===== config.mk =====
export PLATFORM = sky130hd
export DESIGN_NAME = vfp_config_sequencer
export DESIGN_NICKNAME = d
export VERILOG_FILES = /design/src/rtl/vfp_config_sequencer.sv
export SDC_FILE = /design/constraint.sdc
export NUM_CORES = 1
export LEC_CHECK = 0
export ABC_CLOCK_PERIOD_IN_PS = 4000
export CELL_PAD_IN_SITES_DETAIL_PLACEMENT = 0
export CELL_PAD_IN_SITES_GLOBAL_PLACEMENT = 1
export CORE_MARGIN = 4
export CORE_UTILIZATION = 45
export DETAILED_ROUTE_END_ITERATION = 7
export GPL_ROUTABILITY_DRIVEN = 0
export PLACE_DENSITY_LB_ADDON = 0.3
export SLEW_MARGIN = 20
export SYNTH_ARGS = -nofsm -noshare
export SYNTH_HDL_FRONTEND = slang
export SYNTH_SLANG_ARGS = --single-unit

===== constraint.sdc =====
create_clock -name ACLK -period 4 [get_ports ACLK]
set_clock_uncertainty 0.2 [all_clocks]
set_input_delay 0.4 -clock ACLK [delete_from_list [all_inputs] [get_ports ACLK]]
set_output_delay 0.4 -clock ACLK [all_outputs]
set_load 0.01 [all_outputs]

===== src/rtl/vfp_config_sequencer.sv =====
`default_nettype none
// ============================================================================
// vfp_config_sequencer : replays a register table over AXI4-Lite, then reads
// back one revision word.                                   Revision: 1.0
// ============================================================================
module vfp_config_sequencer #(
  parameter int C_vfpConfig_ADDR_WIDTH = 8,
  parameter int C_vfpConfig_DATA_WIDTH = 32,
  parameter int NUM_REGS               = 16,
  parameter int REV_ADDR               = 0,
  parameter int TIMEOUT                = 255,
  localparam int ADDR_W = C_vfpConfig_ADDR_WIDTH,
  localparam int DATA_W = C_vfpConfig_DATA_WIDTH,
  localparam int IDX_W  = $clog2(NUM_REGS),
  localparam int CNT_W  = IDX_W + 1
) (
  input  logic                ACLK,
  input  logic                ARESETN,
  input  logic                start,
  input  logic [CNT_W-1:0]    count,
  input  logic                tbl_we,
  input  logic [IDX_W-1:0]    tbl_idx,
  input  logic [ADDR_W-1:0]   tbl_addr,
  input  logic [DATA_W-1:0]   tbl_data,
  output logic                busy,
  output logic                done,
  output logic                err,
  output logic [CNT_W-1:0]    err_idx,
  output logic [DATA_W-1:0]   rev_data,
  output logic [ADDR_W-1:0]   AWADDR,
  output logic [2:0]          AWPROT,
  output logic                AWVALID,
  input  logic                AWREADY,
  output logic [DATA_W-1:0]   WDATA,
  output logic [DATA_W/8-1:0] WSTRB,
  output logic                WVALID,
  input  logic                WREADY,
  input  logic [1:0]          BRESP,
  input  logic                BVALID,
  output logic                BREADY,
  output logic [ADDR_W-1:0]   ARADDR,
  output logic [2:0]          ARPROT,
  output logic                ARVALID,
  input  logic                ARREADY,
  input  logic [DATA_W-1:0]   RDATA,
  input  logic [1:0]          RRESP,
  input  logic                RVALID,
  output logic                RREADY
);

  localparam int TMR_W = $clog2(TIMEOUT + 1);

  localparam logic [2:0] S_IDLE  = 3'd0;
  localparam logic [2:0] S_WADDR = 3'd1;
  localparam logic [2:0] S_WRESP = 3'd2;
  localparam logic [2:0] S_NEXT  = 3'd3;
  localparam logic [2:0] S_RADDR = 3'd4;
  localparam logic [2:0] S_RDATA = 3'd5;
  localparam logic [2:0] S_FIN   = 3'd6;

  logic [ADDR_W-1:0] r_tbl_addr [NUM_REGS];
  logic [DATA_W-1:0] r_tbl_data [NUM_REGS];

  logic [2:0]        r_state, w_next;
  logic [CNT_W-1:0]  r_idx, r_cnt, w_idx_n, w_cnt_n, w_cnt_sat;
  logic [TMR_W-1:0]  r_wait;
  logic              r_aw_done, r_w_done;
  logic              w_aw_hs, w_w_hs, w_b_hs, w_ar_hs, w_r_hs;
  logic              w_aw_ok, w_w_ok, w_wait_st, w_timeout;
  logic              w_awvalid_n, w_wvalid_n, w_bready_n, w_arvalid_n, w_rready_n;
  logic              w_busy_n, w_done_n, w_err_n;
  logic [CNT_W-1:0]  w_err_idx_n;
  logic [ADDR_W-1:0] w_awaddr_n, w_araddr_n;
  logic [DATA_W-1:0] w_wdata_n, w_rev_n;

  assign AWPROT = 3'b000;
  assign ARPROT = 3'b000;
  assign WSTRB  = '1;

  assign w_aw_hs   = AWVALID & AWREADY;
  assign w_w_hs    = WVALID & WREADY;
  assign w_b_hs    = BVALID & BREADY;
  assign w_ar_hs   = ARVALID & ARREADY;
  assign w_r_hs    = RVALID & RREADY;
  assign w_aw_ok   = r_aw_done | w_aw_hs;
  assign w_w_ok    = r_w_done | w_w_hs;
  assign w_wait_st = (r_state == S_WADDR) || (r_state == S_WRESP) ||
                     (r_state == S_RADDR) || (r_state == S_RDATA);
  assign w_timeout = w_wait_st && (r_wait == TMR_W'(TIMEOUT - 1));
  assign w_cnt_sat = (count > CNT_W'(NUM_REGS)) ? CNT_W'(NUM_REGS) : count;

  // Table storage has no reset; its contents are meaningless after ARESETN.
  always_ff @(posedge ACLK) begin
    if (tbl_we && !busy) begin
      r_tbl_addr[tbl_idx] <= tbl_addr;
      r_tbl_data[tbl_idx] <= tbl_data;
    end
  end

  always_ff @(posedge ACLK or negedge ARESETN) begin
    if (!ARESETN) begin
      r_state   <= S_IDLE;
      r_idx     <= '0;
      r_cnt     <= '0;
      r_wait    <= '0;
      r_aw_done <= 1'b0;
      r_w_done  <= 1'b0;
      AWVALID   <= 1'b0;
      WVALID    <= 1'b0;
      BREADY    <= 1'b0;
      ARVALID   <= 1'b0;
      RREADY    <= 1'b0;
      AWADDR    <= '0;
      WDATA     <= '0;
      ARADDR    <= '0;
      busy      <= 1'b0;
      done      <= 1'b0;
      err       <= 1'b0;
      err_idx   <= '0;
      rev_data  <= '0;
    end else begin
      r_state   <= w_next;
      r_idx     <= w_idx_n;
      r_cnt     <= w_cnt_n;
      r_wait    <= (w_next != r_state) ? '0 :
                   (w_wait_st ? r_wait + TMR_W'(1) : r_wait);
      r_aw_done <= (r_state == S_WADDR) ? w_aw_ok : 1'b0;
      r_w_done  <= (r_state == S_WADDR) ? w_w_ok : 1'b0;
      AWVALID   <= w_awvalid_n;
      WVALID    <= w_wvalid_n;
      BREADY    <= w_bready_n;
      ARVALID   <= w_arvalid_n;
      RREADY    <= w_rready_n;
      AWADDR    <= w_awaddr_n;
      WDATA     <= w_wdata_n;
      ARADDR    <= w_araddr_n;
      busy      <= w_busy_n;
      done      <= w_done_n;
      err       <= w_err_n;
      err_idx   <= w_err_idx_n;
      rev_data  <= w_rev_n;
    end
  end

  always_comb begin
    w_next = r_state;
    case (r_state)
      S_IDLE:  if (start) w_next = (count == '0) ? S_RADDR : S_WADDR;
      S_WADDR: begin
        if (w_aw_ok && w_w_ok) w_next = S_WRESP;
        else if (w_timeout)    w_next = S_FIN;
      end
      S_WRESP: begin
        if (w_b_hs)         w_next = (BRESP == 2'b00) ? S_NEXT : S_FIN;
        else if (w_timeout) w_next = S_FIN;
      end
      S_NEXT:  w_next = ((r_idx + CNT_W'(1)) == r_cnt) ? S_RADDR : S_WADDR;
      S_RADDR: begin
        if (w_ar_hs)        w_next = S_RDATA;
        else if (w_timeout) w_next = S_FIN;
      end
      S_RDATA: if (w_r_hs || w_timeout) w_next = S_FIN;
      S_FIN:   w_next = S_IDLE;
      default: w_next = S_IDLE;
    endcase
  end

  always_comb begin
    w_idx_n     = r_idx;
    w_cnt_n     = r_cnt;
    w_err_n     = err;
    w_err_idx_n = err_idx;
    w_rev_n     = rev_data;
    w_awaddr_n  = AWADDR;
    w_wdata_n   = WDATA;
    w_araddr_n  = ARADDR;
    case (r_state)
      S_IDLE: begin
        if (start) begin
          w_idx_n     = '0;
          w_cnt_n     = w_cnt_sat;
          w_err_n     = 1'b0;
          w_err_idx_n = '0;
        end
      end
      // In the write states FIN is only reached through an error response or timeout.
      S_WADDR, S_WRESP: begin
        if (w_next == S_FIN) begin
          w_err_n     = 1'b1;
          w_err_idx_n = r_idx;
        end
      end
      S_NEXT:  w_idx_n = r_idx + CNT_W'(1);
      S_RADDR: begin
        if (w_next == S_FIN) begin
          w_err_n     = 1'b1;
          w_err_idx_n = CNT_W'(NUM_REGS);
        end
      end
      S_RDATA: begin
        if (w_r_hs) begin
          w_rev_n = RDATA;
          if (RRESP != 2'b00) begin
            w_err_n     = 1'b1;
            w_err_idx_n = CNT_W'(NUM_REGS);
          end
        end else if (w_timeout) begin
          w_err_n     = 1'b1;
          w_err_idx_n = CNT_W'(NUM_REGS);
        end
      end
      default: ;
    endcase

    if ((w_next == S_WADDR) && (r_state != S_WADDR)) begin
      w_awaddr_n = r_tbl_addr[w_idx_n[IDX_W-1:0]];
      w_wdata_n  = r_tbl_data[w_idx_n[IDX_W-1:0]];
    end
    if (w_next == S_RADDR) w_araddr_n = ADDR_W'(REV_ADDR);

    w_awvalid_n = (w_next == S_WADDR) && !((r_state == S_WADDR) && w_aw_ok);
    w_wvalid_n  = (w_next == S_WADDR) && !((r_state == S_WADDR) && w_w_ok);
    w_bready_n  = (w_next == S_WRESP);
    w_arvalid_n = (w_next == S_RADDR);
    w_rready_n  = (w_next == S_RDATA);
    w_busy_n    = (w_next != S_IDLE) && (w_next != S_FIN);
    w_done_n    = (w_next == S_FIN);
  end

endmodule
`default_nettype wire


==> results of run 1 <==
## critical path: cells and delay by family, from the launching register on
family	cells	cell delay [ps]
simple gates	2	990
buf+inv	1	600
fa+ha+maj	1	320
compound gates	5	850
flops	1	500
## power groups by stage
stage	sequential (mW)	clock, mW	combinational (mW)
global placement	9.54	0	5.38
CTS	9.40	7.78	5.50
finish	9.39	7.64	5.45
floorplan	9.56	0	3.32
global route	9.45	8.12	5.94
detailed placement	9.55	0	5.48
## per-layer routing
layer	GRT usage [%]	wire length, µm	vias to the layer above
met5	0	36	-
met4	4.883	1061	6
met3	3.778	5465	88
met2	34.77	36210	635
met1	30.32	33640	9102
li1	-	-	8024
## what timing repair did
item                      in CTS  in global routing
hold buffers                   1                  0
hold endpoints to repair      32                  0
gates resized for setup        0                  0
## cell usage after synthesis (11+ instances only)
library cell | instances | area [µm²]
a31oi_1 | 40 | 250.2
buf_4 | 33 | 247.7
mux2_2 | 33 | 371.6
clkbuf_1 | 41 | 153.9
dfrtp_1 | 108 | 2703
a21o_1 | 41 | 307.8
a221oi_1 | 42 | 367.9
o21ai_1 | 40 | 200.2
buf_6 | 11 | 123.9
edfxtp_1 | 640 | 19220
nand2_1 | 465 | 1745
mux2i_1 | 121 | 1211
a32o_1 | 39 | 390.4
buf_2 | 50 | 250.2
a32oi_1 | 39 | 341.6
nor2_1 | 39 | 146.4
nand3_1 | 132 | 660.6
nor3_1 | 12 | 60.06
## layout by cell type, fill, tap and decap left out, types with 41 or more instances in the layout
cell type / instances
a21o_1: 41
a221oi_1: 42
clkbuf_16: 80
clkdlybuf4s50_1: 177
dfrtp_1: 108
edfxtp_1: 640
mux2i_1: 121
nand2_1: 465
nand3_1: 132
## cell families (layout without fill, tap and decap cells)
group	Yosys count	in the layout	synth area share (%)
flip-flops	748	748	73.93
AND/OR/NAND/NOR	692	692	10.03
AO/OA/AOI/OAI	277	277	7.224
multiplexers	154	154	5.338
buffers and inverters	153	382	2.878
XOR/XNOR	15	15	0.4431
adder cells (fa/ha/maj)	3	3	0.1266
other	2	20	0.02533
## per-stage QoR
stage	area, µm²	std cells	setup slack (ps)
floorplan	29730	2060	584.2
global placement	32620	3001	354.2
detailed placement	32620	3001	312.2
CTS	35350	3144	389.7
global route	35350	3145	181.7
finish	35350	3146	362.2
## path summary, 6_finish.rpt
kind / depth (start not counted) / slack (ps) / end
worst min-delay path: 2 / 190 / AWADDR[3]
worst min register to register: 2 / 290 / AWADDR[4]
min in group ACLK: 3 / 190 / r_cnt[3]
worst max-delay path: 9 / 360 / WDATA[22]
max in group asynchronous: 3 / 2530 / rev_data[15]
worst max register to register: 9 / 360 / WDATA[22]
## state kept, by name, indices dropped and copies added, names as in the netlist
name        count
r_state         3
r_cnt           5
rev_data       32
AWVALID         1
r_tbl_data    512
WVALID          1
r_wait          8
r_aw_done       1
err_idx         5
busy            1
RREADY          1
err             1
r_tbl_addr    128
WDATA          32
r_idx           5
ARVALID         1
AWADDR          8
done            1
r_w_done        1
BREADY          1
## layout make-up
| cell class | count | share of cell area, % |
|---|---|---|
| flip-flops and latches | 748 | 62.00 |
| multi-input cells | 1159 | 20.10 |
| repair buffers | 227 | 7.000 |
| clock buffers | 106 | 6.137 |
| well taps | 855 | 3.026 |
| clock inverters | 36 | 1.557 |
| inverters | 13 | 0.1593 |
| diodes | 2 | 0.01416 |
==> impl_metrics.csv, run 1 <==
group,metric,value,unit
worst_setup_path,cp_slowest_stage_delay,790,ps
timing,setup_viol,0,
detailed_routing,wl_per_cell,24.29,µm
placed_design,hpwlAfterDp,37920,µm
power_and_ir_drop,p_int,15.92,mW
timing,finalCritPeriodShare,90.95,%
clocking,cts_tree,"done",
synth,ys_async_sr_fraction,14.44,%
clocking,post_cts_buffers,0,
timing,slew_viol_final,0,
floorplan,die_w,264.7,µm
power_and_ir_drop,clock_power_share,34.0,%
worst_setup_path,worstSetupPathType,"flip-flop to flip-flop",
detailed_routing,ant_nets,0,
synth,ys_ff_latch,748,
synth,netlist_area,0.02965,mm²
floorplan,initial_core_util,45.75,%
grt,overflow,0,
worst_setup_path,worstPathMaxFanout,26,
grt,antenna_found_initial,5,
synth,synth_cells,2044,
min_path,worst_hold_path_type,"input pin to async pin",
synth,yosys_warnings,0,
layout,nFillCells,5127,
synth,yosysSeqAreaShare,73.93,%
timing,clock.fmax,274.9,MHz
detailed_routing,drtIter0Drc,1770,
worst_setup_path,cp_slowest_cell,"nor3_4",
floorplan,rows,93,
timing,whs,185.7,ps
synth,synth-main-ff-cell,"edfxtp_1",
clocking,worstSkewPairLatency,620,ps
power_and_ir_drop,ir_worst_vdd,641.8,µV
synth,synth_edf_count,640,
worst_setup_path,r2r_start,"r_idx[0]",
power_and_ir_drop,switching_power,6.562,mW
grt,grt_pass1_vias,17830,
detailed_routing,drtPass1Iterations,6,
clocking,clkTransAtPathRegs,60,ps
layout,seqCellArea,0.02192,mm²
timing,slew_headroom,40.41,%
layout,syn_to_final_growth,19.23,%
layout,drive_gt1_share,10.31,%
floorplan,die-area,0.07006,mm²
synth,synth.avg_cell_area,14.51,µm²
floorplan,core-area,0.06481,mm²
timing,fin_crit,3638,ps
power_and_ir_drop,swShare,29.19,%
power_and_ir_drop,p_total,22.48,mW
detailed_routing,viasPerCell,5.675,
grt,grtUsageTotal,21.32,%
worst_setup_path,crit_chain,"ha_1 > and3b_1 > o22ai_2 > nor3_4 > buf_4 > a32o_1 > a31oi_1 > a32oi_1 > o21ai_1",
clocking,htree_levels,3,
status,status,"finished clean",
clocking,cts.sinks,748,
synth,ys_types,68,
worst_setup_path,critPathLaunchType,"flip-flop",
floorplan,die_y,264.7,µm
timing,fin_tns_setup,0,ps
placed_design,port_buffers,178,
clocking,numCtsBuffers,76,
clocking,clock_path_buffers,3,
timing,tightest_slew,890.9,ps
timing,rsz0062_at_grt,"false",
power_and_ir_drop,power.density,635.8,mW/mm²
worst_setup_path,crit_path_end_kind,"flip-flop",
detailed_routing,vias,17860,
worst_setup_path,cp.required,4270,ps
layout,post-route-util,54.55,%
detailed_routing,drc_errors,0,
worst_setup_path,crit_start,"r_idx[0]",
worst_setup_path,cp.arrival,3910,ps
flow_run,drv_cap,0,
layout,multi_input_area,0.007107,mm²
power_and_ir_drop,combPwrFrac,24.2,%
power_and_ir_drop,leakagePower,12.81,nW
detailed_routing,drt_wl_total,76410,µm
clocking,cts-root-buf,"clkbuf_16",
power_and_ir_drop,seqPwrFrac,41.8,%
layout,fin_nets,2322,
floorplan,boundaryPins,197,
grt,grt_first_pass_wirelength,113200,µm
grt,grt_max_degree,104,
timing,hold_viol,0,
Power figures use the tool's default switching activity.
==> inputs of run 2 (changes only) <==
--- a/config.mk
+++ b/config.mk
@@ -6,7 +6,7 @@
 export NUM_CORES = 1
 export LEC_CHECK = 0
 export ABC_CLOCK_PERIOD_IN_PS = 4000
-export CELL_PAD_IN_SITES_DETAIL_PLACEMENT = 0
+export CELL_PAD_IN_SITES_DETAIL_PLACEMENT = 1
 export CELL_PAD_IN_SITES_GLOBAL_PLACEMENT = 1
 export CORE_MARGIN = 4
 export CORE_UTILIZATION = 45
==> run 2 against run 1 <==
Against the previous run:
- total power down 0.50%
- maximum frequency down 0.39%
- utilization down 0.20 points
- sequential power about the same
- combinational power up 3.9%
- design area down 0.36%
- count of clock-buffer cells in the layout down 4
- sequential share of layout area up 0.22 points
- non-clock buffer count unchanged
- clock power down 4.5%
- register-to-register slack about the same
- setup slack worse by 14 ps
- largest cell class unchanged
- largest power group unchanged
==> impl_metrics.csv, run 2 (synthesis results as in run 1) <==
group,metric,value,unit
worst_setup_path,crit_path_end_kind,"flip-flop",
worst_setup_path,critical_path_buf_inv_count,1,
worst_setup_path,cp_slowest_cell,"nor3_4",
clocking,numCtsBuffers,77,
timing,finalCritPeriodShare,91.30,%
floorplan,boundaryPins,197,
grt,grtUsageTotal,23.65,%
timing,slew_headroom,40.14,%
clocking,cts_tree,"done",
clocking,post_cts_buffers,0,
worst_setup_path,ff2ff_path_depth,9,
clocking,clkTransAtPathRegs,60,ps
worst_setup_path,critPathTopFamily,"simple AND/OR/NAND/NOR gates",
timing,rsz0062_at_grt,"false",
min_path,worst_hold_path_type,"input pin to async pin",
grt,grt_pass1_vias,19750,
layout,final_common_cell,"edfxtp_1",
flow_run,drv_cap,0,
power_and_ir_drop,ir_worst_vdd,671.8,µV
worst_setup_path,cp.required,4280,ps
detailed_routing,drtIter0Drc,1843,
timing,tightest_slew,895.0,ps
layout,design_area,0.03523,mm²
worst_setup_path,cp_num_cells,9,
timing,fin_crit,3652,ps
worst_setup_path,crit_chain,"ha_1 > and3b_1 > o22ai_2 > nor3_4 > buf_4 > a32o_1 > a31oi_1 > a32oi_1 > o21ai_1",
placed_design,port_buffers,178,
floorplan,die_y,264.7,µm
detailed_routing,vias,18550,
timing,fin_tns_setup,0,ps
clocking,ctsHoldBuffers,1,
worst_setup_path,worstSetupPathType,"flip-flop to flip-flop",
grt,overflow,0,
worst_setup_path,cp.arrival,3930,ps
placed_design,hpwlAfterDp,43280,µm
clocking,cts.repair.resized,0,
layout,largest_reg_flops,512,
grt,grt_first_pass_wirelength,125800,µm
layout,drive_gt1_share,10.44,%
layout,syn_to_final_growth,18.81,%
layout,reg_top3,"r_tbl_data: 512 flops, r_tbl_addr: 128 flops",
timing,clock.fmax,273.8,MHz
status,status,"finished clean",
layout,final_cell_mix,"640 x edfxtp_1, 465 x nand2_1, 177 x clkdlybuf4s50_1",
worst_setup_path,critPathLaunchType,"flip-flop",
power_and_ir_drop,leakagePower,12.75,nW
layout,nFillCells,6157,
floorplan,rows,93,
placed_design,dpl_cell_area,0.03262,mm²
timing,fin_ws,347.8,ps
layout,fin_nets,2323,
placed_design,dp_slack,202.3,ps
worst_setup_path,cp_slowest_stage_delay,790,ps
clocking,htree_levels,3,
timing,slew_viol_final,0,
floorplan,die-area,0.07006,mm²
clocking,clock_path_buffers,3,
clocking,cts-root-buf,"clkbuf_16",
power_and_ir_drop,power.density,634.9,mW/mm²
floorplan,initial_core_util,45.75,%
clocking,worstSkewPairLatency,620,ps
clocking,cts.sinks,748,
detailed_routing,ant_nets,0,
timing,hold_viol,0,
layout,top_register,"r_tbl_data",
floorplan,core-area,0.06481,mm²
detailed_routing,viasPerCell,5.896,
timing,setup_viol,0,
detailed_routing,wl_per_cell,26.67,µm
detailed_routing,drc_errors,0,
detailed_routing,drt_wl_total,83900,µm
grt,antenna_found_initial,4,
detailed_routing,drtPass1Iterations,5,
worst_setup_path,worstPathMaxFanout,26,
grt,grt_max_degree,104,
floorplan,die_w,264.7,µm
-- run 2: cell types whose count changed in the layout (fill, tap and decap cells not counted), moves of 2 or more --
cell and change:
clkinv_8 +2, clkinv_2 +5, inv_6 -2, bufinv_16 -6
clkinvlp_4 +3, clkbuf_1 -5, clkinv_1 +2
-- run 2: final timing paths --
check,startpoint,end,slack [ps]
worst max-delay path,r_idx[0],WDATA[17],350
worst min-delay path,ARESETN,r_wait[2],190
worst max register to register,r_idx[0],WDATA[17],350
worst min register to register,WDATA[27],WDATA[27],300
max in group asynchronous,ARESETN,WDATA[15],2510
min in group ACLK,count[0],r_cnt[0],190
-- run 2: layout make-up --
class	instances	area [µm²]	area share, %
clock inverter	40	429.2	1.218
tap	855	1070	3.037
clock buffer	102	2165	6.145
inverter	13	56.30	0.1598
sequential	748	21920	62.23
timing repair buffer	227	2475	7.025
antenna	2	5.005	0.01421
multi-input combinational	1159	7107	20.17
-- run 2: power breakdown --
group	internal [mW]	switching [mW]
Clock	4.33	2.96
Sequential	9.01	0.400
Combinational	2.20	3.46
Total	15.5	6.82
-- run 2: metrics by stage --
stage | instances | util [%] | hold slack (ps) | power [mW]
finish | 3146 | 54.35 | 190.7 | 22.37
CTS | 3144 | 54.34 | 166.5 | 22.53
global placement | 3001 | 50.33 | 274.9 | 14.92
floorplan | 2060 | - | -95.59 | 12.88
detailed placement | 3001 | 50.33 | 279.5 | 15.18
global route | 3144 | 54.34 | 199.4 | 23.38
-- run 2: per-layer routing --
| layer | vias up | share of wire [%] | global-route usage (%) | wire, µm |
|---|---|---|---|---|
| li1 | 8021 | - | - | - |
| met1 | 9633 | 42 | 32.79 | 35230 |
| met2 | 767 | 49 | 39.75 | 41110 |
| met3 | 126 | 7.1 | 3.527 | 5966 |
| met4 | 2 | 1.9 | 5.982 | 1591 |
| met5 | - | 0.011 | 0 | 9 |
